## config.mk

```make
export PLATFORM = sky130hd
export DESIGN_NAME = instr_fetch
export DESIGN_NICKNAME = d
export VERILOG_FILES = /design/src/rtl/instr_fetch_pkg.sv /design/src/rtl/instr_fetch_next_pc.sv /design/src/rtl/instr_fetch.sv
export SDC_FILE = /design/constraint.sdc
export NUM_CORES = 1
export LEC_CHECK = 0
export ABC_AREA = 1
export CORE_ASPECT_RATIO = 0.5
export CORE_MARGIN = 2
export CORE_UTILIZATION = 53
export CTS_CLUSTER_SIZE = 30
export DETAILED_ROUTE_END_ITERATION = 6
export HOLD_SLACK_MARGIN = 0.08
export PLACE_DENSITY = 0.88
export SLEW_MARGIN = 20
export SYNTH_ARGS = -nofsm -noshare
export SYNTH_HDL_FRONTEND = slang
export SYNTH_HIERARCHICAL = 1
export SYNTH_SLANG_ARGS = --single-unit
```

## constraint.sdc

```tcl
create_clock -name clk -period 5.5 [get_ports clk]
set_input_delay 1.1 -clock clk [delete_from_list [all_inputs] [get_ports clk]]
set_output_delay 1.1 -clock clk [all_outputs]
set_load 0.01 [all_outputs]
```

## src/rtl/instr_fetch_pkg.sv

```systemverilog
// Shared definitions for the instruction fetch block: FSM states, widths and
// instruction field helpers.
package instr_fetch_pkg;

    localparam int          INSTR_LEN    = 32;
    localparam logic [31:0] RESET_PC_DEF = 32'h0000_0000;
    localparam int          JTARGET_MSB  = 25;
    localparam int          JTARGET_LSB  = 0;
    localparam int          OPCODE_MSB   = 31;
    localparam int          OPCODE_LSB   = 26;

    typedef enum logic {
        IF_FETCH = 1'b0,
        IF_EXEC  = 1'b1
    } if_state_e;

    function automatic logic [JTARGET_MSB-JTARGET_LSB:0] jtarget(input logic [INSTR_LEN-1:0] word);
        return word[JTARGET_MSB:JTARGET_LSB];
    endfunction

    function automatic logic [OPCODE_MSB-OPCODE_LSB:0] opcode(input logic [INSTR_LEN-1:0] word);
        return word[OPCODE_MSB:OPCODE_LSB];
    endfunction

endpackage

```

## src/rtl/instr_fetch_next_pc.sv

```systemverilog
// Combinational next-PC selection; kept standalone so a pipelined fetch can reuse it.
module next_pc_logic
    import instr_fetch_pkg::*;
#(
    parameter int ADDR_W  = 32,
    parameter int INSTR_W = INSTR_LEN
) (
    input  logic [ADDR_W-1:0]  pc_plus4,
    input  logic [INSTR_W-1:0] instr,
    input  logic [31:0]        imm_ext,
    input  logic               branch,
    input  logic               jump,
    input  logic               alu_zero,
    output logic [ADDR_W-1:0]  next_pc
);

    // Jump outranks a taken branch; the jump keeps the top nibble of pc+4.
    always_comb begin
        next_pc = pc_plus4;
        if (jump) begin
            next_pc = ADDR_W'({pc_plus4[ADDR_W-1 -: 4], jtarget(INSTR_LEN'(instr)), 2'b00});
        end else if (branch && alu_zero) begin
            next_pc = pc_plus4 + ADDR_W'(imm_ext << 2);
        end
    end

endmodule

```

## src/rtl/instr_fetch.sv

```systemverilog
// Instruction fetch: owns the PC, fetches through a req/ready handshake, holds the
// word for execute and counts retired instructions.
module instr_fetch
    import instr_fetch_pkg::*;
#(
    parameter logic [31:0] RESET_PC = RESET_PC_DEF,
    parameter int          ADDR_W   = 32,
    parameter int          INSTR_W  = INSTR_LEN
) (
    input  logic               clk,
    input  logic               rst_n,
    output logic               imem_req,
    output logic [ADDR_W-1:0]  imem_addr,
    input  logic [INSTR_W-1:0] imem_rdata,
    input  logic               imem_ready,
    input  logic               stall,
    input  logic               branch,
    input  logic               jump,
    input  logic               alu_zero,
    input  logic [31:0]        imm_ext,
    output logic [INSTR_W-1:0] instr,
    output logic               instr_valid,
    output logic [ADDR_W-1:0]  pc,
    output logic [ADDR_W-1:0]  pc_plus4,
    output logic [31:0]        retired
);

    if_state_e         state;
    if_state_e         state_next;
    logic [ADDR_W-1:0] next_pc;

    always_ff @(posedge clk or negedge rst_n) begin
        if (!rst_n) begin
            state <= IF_FETCH;
        end else begin
            state <= state_next;
        end
    end

    always_comb begin
        state_next = state;
        case (state)
            IF_FETCH: if (imem_ready) state_next = IF_EXEC;
            IF_EXEC:  if (!stall)     state_next = IF_FETCH;
            default:                  state_next = IF_FETCH;
        endcase
    end

    always_ff @(posedge clk or negedge rst_n) begin
        if (!rst_n) begin
            pc      <= ADDR_W'(RESET_PC);
            instr   <= '0;
            retired <= '0;
        end else if (state == IF_FETCH) begin
            if (imem_ready) instr <= imem_rdata;
        end else if (!stall) begin
            pc      <= next_pc;
            retired <= retired + 32'd1;
        end
    end

    // Request is gated by rst_n so it drops the instant reset is asserted.
    assign imem_req    = (state == IF_FETCH) && rst_n;
    assign imem_addr   = pc;
    assign instr_valid = (state == IF_EXEC);
    assign pc_plus4    = pc + ADDR_W'(4);

    next_pc_logic #(
        .ADDR_W  (ADDR_W),
        .INSTR_W (INSTR_W)
    ) u_next_pc (
        .pc_plus4 (pc_plus4),
        .instr    (instr),
        .imm_ext  (imm_ext),
        .branch   (branch),
        .jump     (jump),
        .alu_zero (alu_zero),
        .next_pc  (next_pc)
    );

endmodule

```

Yosys cells after proc, flatten, opt, wreduce, memory -nomap -nowiden
Index checks and enable logic that the tools add are counted.

word-level totals
  flip-flop bits (word level) = 97
  bits of input ports = 71
  word-level logic and storage cells = 18

cells by class
  add/subtract/negate cells = 3
  muxes and demuxes = 5
  bitwise operators = 2
  reductions and logical operators = 4

operators with widths
  cell                   count
  $mux 32                2
  $add 32x1->32 const B  1
  $add 32x3->32 const B  1
  $add 32x32->32         1
  $reduce_and 2->1       2
  $logic_and 1x1->1      2
  $mux 1                 2
  $not 1->1              2
  $pmux 1 s2             1

Logic depth before layout (Yosys ltp)
  word-level depth = 4
  mapped depth = 23

By module
Netlist, hierarchy kept.

by module, submodules not included
  module         instances  cells each  area an instance (um^2)  seq. area each (um^2)
  instr_fetch    1          623         5256.3                   2427.3
  next_pc_logic  1          557         2768.9                   0.0

Worst setup path before layout
OpenSTA, ideal clock, no wires.

  path kind = register to register
  start point = reg pc[3] (netlist: imem_addr[3])
  end point = reg pc[31] (netlist: imem_addr[31])
  setup time = 0.117 ns
  data arrival time = 2.774 ns
  setup slack = 2.609 ns
  cell stages (with the launch flop) = 22
  clock period less this slack = 2.891 ns
  cells stage by stage = dfrtp_1 -> ha_1 -> nand3_2 -> inv_2 -> nand2_1 -> nor2_1 -> xor2_1 -> ha_1 -> nand2_1 -> inv_1 -> nand2_1 -> nand2_1 -> nand2_1 -> nand2_1 -> a21oi_1 -> nand2_2 -> nand2_2 -> nand3_2 -> nand2_1 -> nand2_1 -> nand2_1 -> nand2_1

on the way
  longest elaborated chain between the ends = 4

RTL lines
  item                      line                       RTL
  start: declaration        instr_fetch.sv:23          output logic [ADDR_W-1:0] pc,
  start signal: assignment  instr_fetch.sv:51          pc <= ADDR_W'(RESET_PC);
  start signal: assignment  instr_fetch.sv:57          pc <= next_pc;
  $add 32x3->32             instr_fetch.sv:66          assign pc_plus4 = pc + ADDR_W'(4);
  named net pc_plus4[18]    instr_fetch.sv:24          output logic [ADDR_W-1:0] pc_plus4,
  $add 32x32->32            instr_fetch_next_pc.sv:23  next_pc = pc_plus4 + ADDR_W'(imm_ext << 2);
  $mux 32                   instr_fetch_next_pc.sv:22  end else if (branch && alu_zero) begin
  $mux 32                   instr_fetch_next_pc.sv:20  if (jump) begin
  named net next_pc[31]     instr_fetch.sv:30          logic [ADDR_W-1:0] next_pc;

The timed path passes the listed nets, and every way through them passes these cells.
A chain may end at the register's enable or synchronous reset.

Worst setup path after layout
  start point = reg pc[2] (netlist: imem_addr[2])
  end point = out pc_plus4[12]

on the way
  longest elaborated chain between the ends = 1

RTL lines
  item              line
  $add 32x3->32     instr_fetch.sv:66
  end: declaration  instr_fetch.sv:24

No other way between the ends.

==> flow_summary.ini <==
[clock_tree]
clk_latency_ns = 0.34
numCtsBuffers = 9
cts_root_buffer = clkbuf_16
clock_sinks = 97
cts_buffer_depth = 2
cts_tree = yes
clkSlewWorstSetupHoldPaths_ns = 0.07
htree_levels = 3
cts_hold_buffers = 0
post_cts_resized = 0
post_cts_buffers = 0

[grt]
grt_pass1_vias = 7962
grt_antenna_before_repair = 1
grt_max_degree = 81
overflow = 0
grt_usage_pct = 32.7
grt_pass1_wl_um = 41500

[synth]
synthMostInstantiatedCell = nand2_1
yosysTopAreaCell = dfrtp_1
synth_compound_area_share_pct = 7.39
synthTopCellsByArea = dfrtp_1 (30%), nand2_1 (20%), inv_1 (5.7%), ha_1 (4.8%), nor2_1 (4.5%)
syn_inst = 1180
synth_mux_area_share_pct = 4.49
avgSynthCellArea_um2 = 6.80
yosys.area.top_type_share_pct = 30.2
synth-seq-cells = 97
synth_xor_area_share_pct = 4.46
synth_top_family_by_area = simple AND/OR/NAND/NOR gates
synth_fa_ha_area_share_pct = 5.08
yosysSeqAreaShare_pct = 30.2
syn_nets = 1283
yosys_warnings = 6
synth_top_flop_cell = dfrtp_1
synth-simple-area-share_pct = 37.7
synth-async-reset-ratio_pct = 100
synth_edf_count = 0
synth_top_cells_by_count = nand2_1 (426), inv_1 (122), dfrtp_1 (97), nor2_1 (97), nand3_1 (53)
mappedNetlistArea_um2 = 8030
synth_cell_types = 41

[die]
ios = 233
start_util_pct = 54.9
rows = 31
dieArea_um2 = 16200
die_w_um = 178
die_y_um = 91.0
core_um2 = 14600

[final_layout]
antenna_cells = 0
seqCellArea_um2 = 2430
fill_cells = 1185
nNetsFinal = 1473
multi_input_area_um2 = 4740
area_growth_pct = 31.6
layout-drive-gt1-share_pct = 9.53

[timing]
rsz0062_at_grt = no
slew_headroom_pct = 41.6
maxSlewViolCount = 0
setup_ws_ns = 1.58
hold_violations = 0
tns_ns = 0
finalClockSkew_ns = 0.00760
fmax_mhz = 255
hold_slack_ns = 0.508
tightest_slew_ns = 0.875
post-route-period-util_pct = 71.2
finalCriticalPeriod_ns = 3.92
setup_viol = 0

[outcome]
status = finished clean

[setup_path]
cp-end-kind = primary output
path_class = flip-flop to primary output
critPathCapture = pc_plus4[12]
timing.rr.end = imem_addr[17]$_DFFE_PN0P_
reg2reg_from = imem_addr[2]$_DFFE_PN0P_
cp-start-kind = flip-flop
ff2ff_setup_slack_ns = 1.70
crit_arrival_ns = 2.82
ff2ff_path_depth = 17
cp-startpoint = imem_addr[2]$_DFFE_PN0P_
critPathMaxFanout = 5
crit_required_ns = 4.40

[routing]
vias = 8438
drtIter0Drc = 802
firstDrtPassIters = 7
drc = 0
wire_per_inst_um = 16.7
avgViaCountPerCell = 5.36
drt-total-wl_um = 26300
antenna_left = 0

[placed_design]
hpwl_um = 20800
io_buffers = 230
dp_slack_ns = 1.83
gp_congestion = 0.967

[power_and_ir_drop]
power_density_nw_per_um2 = 390
peakVddDrop_uv = 209
power.leakage_nw = 4.98

[worst_hold_path]
hp-class = flip-flop to flip-flop

[run]
maxCapViolations = 0
sequential cells by signal, indices dropped and copies added (netlist names):
register / cells
instr: 32
instr_valid: 1
retired: 32
imem_addr: 32
layout make-up:
class | instances | share of cell area (%)
Inverter | 134 | 4.76
Sequential cell | 97 | 23.0
Multi-Input combinational cell | 894 | 44.9
Clock buffer | 10 | 2.17
Tap cell | 198 | 2.35
Clock inverter | 6 | 0.746
Timing Repair Buffer | 234 | 22.1
kinds of logic after synthesis:
group,Yosys count
simple gates,688
buf+inv,189
compound gates,102
flops,97
xor+xnor,40
mux,32
fa+ha+maj,32
critical path, cell delays in order (launching register included):
cell,delay (ns)
dfrtp_1,0.45
ha_1,0.31
nand3_2,0.19
inv_2,0.11
nand2_1,0.13
nor2_2,0.19
xor2_1,0.46
clkdlybuf4s50_1,0.64
worst min path at each step:
stage / depth (start not counted) / start / slack (ns) / to
after floorplan: 2 / retired[31]$_DFFE_PN0P_ / 0.51 / retired[31]$_DFFE_PN0P_
after global placement: 1 / instr[28]$_DFFE_PN0P_ / 0.49 / instr[28]$_DFFE_PN0P_
after detailed placement: 1 / instr[30]$_DFFE_PN0P_ / 0.50 / instr[30]$_DFFE_PN0P_
after CTS: 1 / instr[31]$_DFFE_PN0P_ / 0.51 / instr[31]$_DFFE_PN0P_
after global routing: 1 / instr[27]$_DFFE_PN0P_ / 0.53 / instr[27]$_DFFE_PN0P_
final: 1 / instr[31]$_DFFE_PN0P_ / 0.51 / instr[31]$_DFFE_PN0P_
layout by cell type, fill, tap and decap left out, drive strengths merged:
cell,synthesis,layout
nand4,18,18
a21o,3,3
nand3,62,62
o21a,12,12
nand2,445,445
o21ai,48,48
o211ai,1,1
nand3b,13,13
mux2,32,32
inv,132,133
ha,31,31
fa,1,1
clkdlybuf4s50,0,229
clkinvlp,0,1
a21oi,28,28
o22ai,1,1
o21bai,9,9
dfrtp,97,97
clkinv,2,5
or2,3,3
and3,1,1
buf,44,5
xnor2,15,15
nor2,126,126
clkbuf,11,10
bufinv,0,1
nor3,15,15
xor2,25,25
and2,5,5
power by group:
| group | total (mW) | internal, mW | switching, mW |
|---|---|---|---|
| Combinational | 2.40 | 1.08 | 1.32 |
| Clock | 0.645 | 0.360 | 0.285 |
| Sequential | 1.08 | 0.863 | 0.216 |
stage by stage:
stage | instances | power, mW | util (%) | instance area, um^2
detailed placement | 1557 | 3.43 | 70.1 | 10200
global route | 1573 | 4.36 | 72.2 | 10600
floorplan | 1180 | 2.43 | - | 8030
CTS | 1573 | 4.08 | 72.2 | 10600
global placement | 1557 | 3.37 | 70.1 | 10200
finish | 1573 | 4.12 | 72.2 | 10600
per-layer routing:
layer,routed length (um),share of wire [%],track usage [%]
met1,11000,42,43.9
met2,12300,47,54.0
met3,2460,9.3,6.45
met4,493,1.9,8.88
met5,17,0.065,0
(Power assumes the default switching activity.)
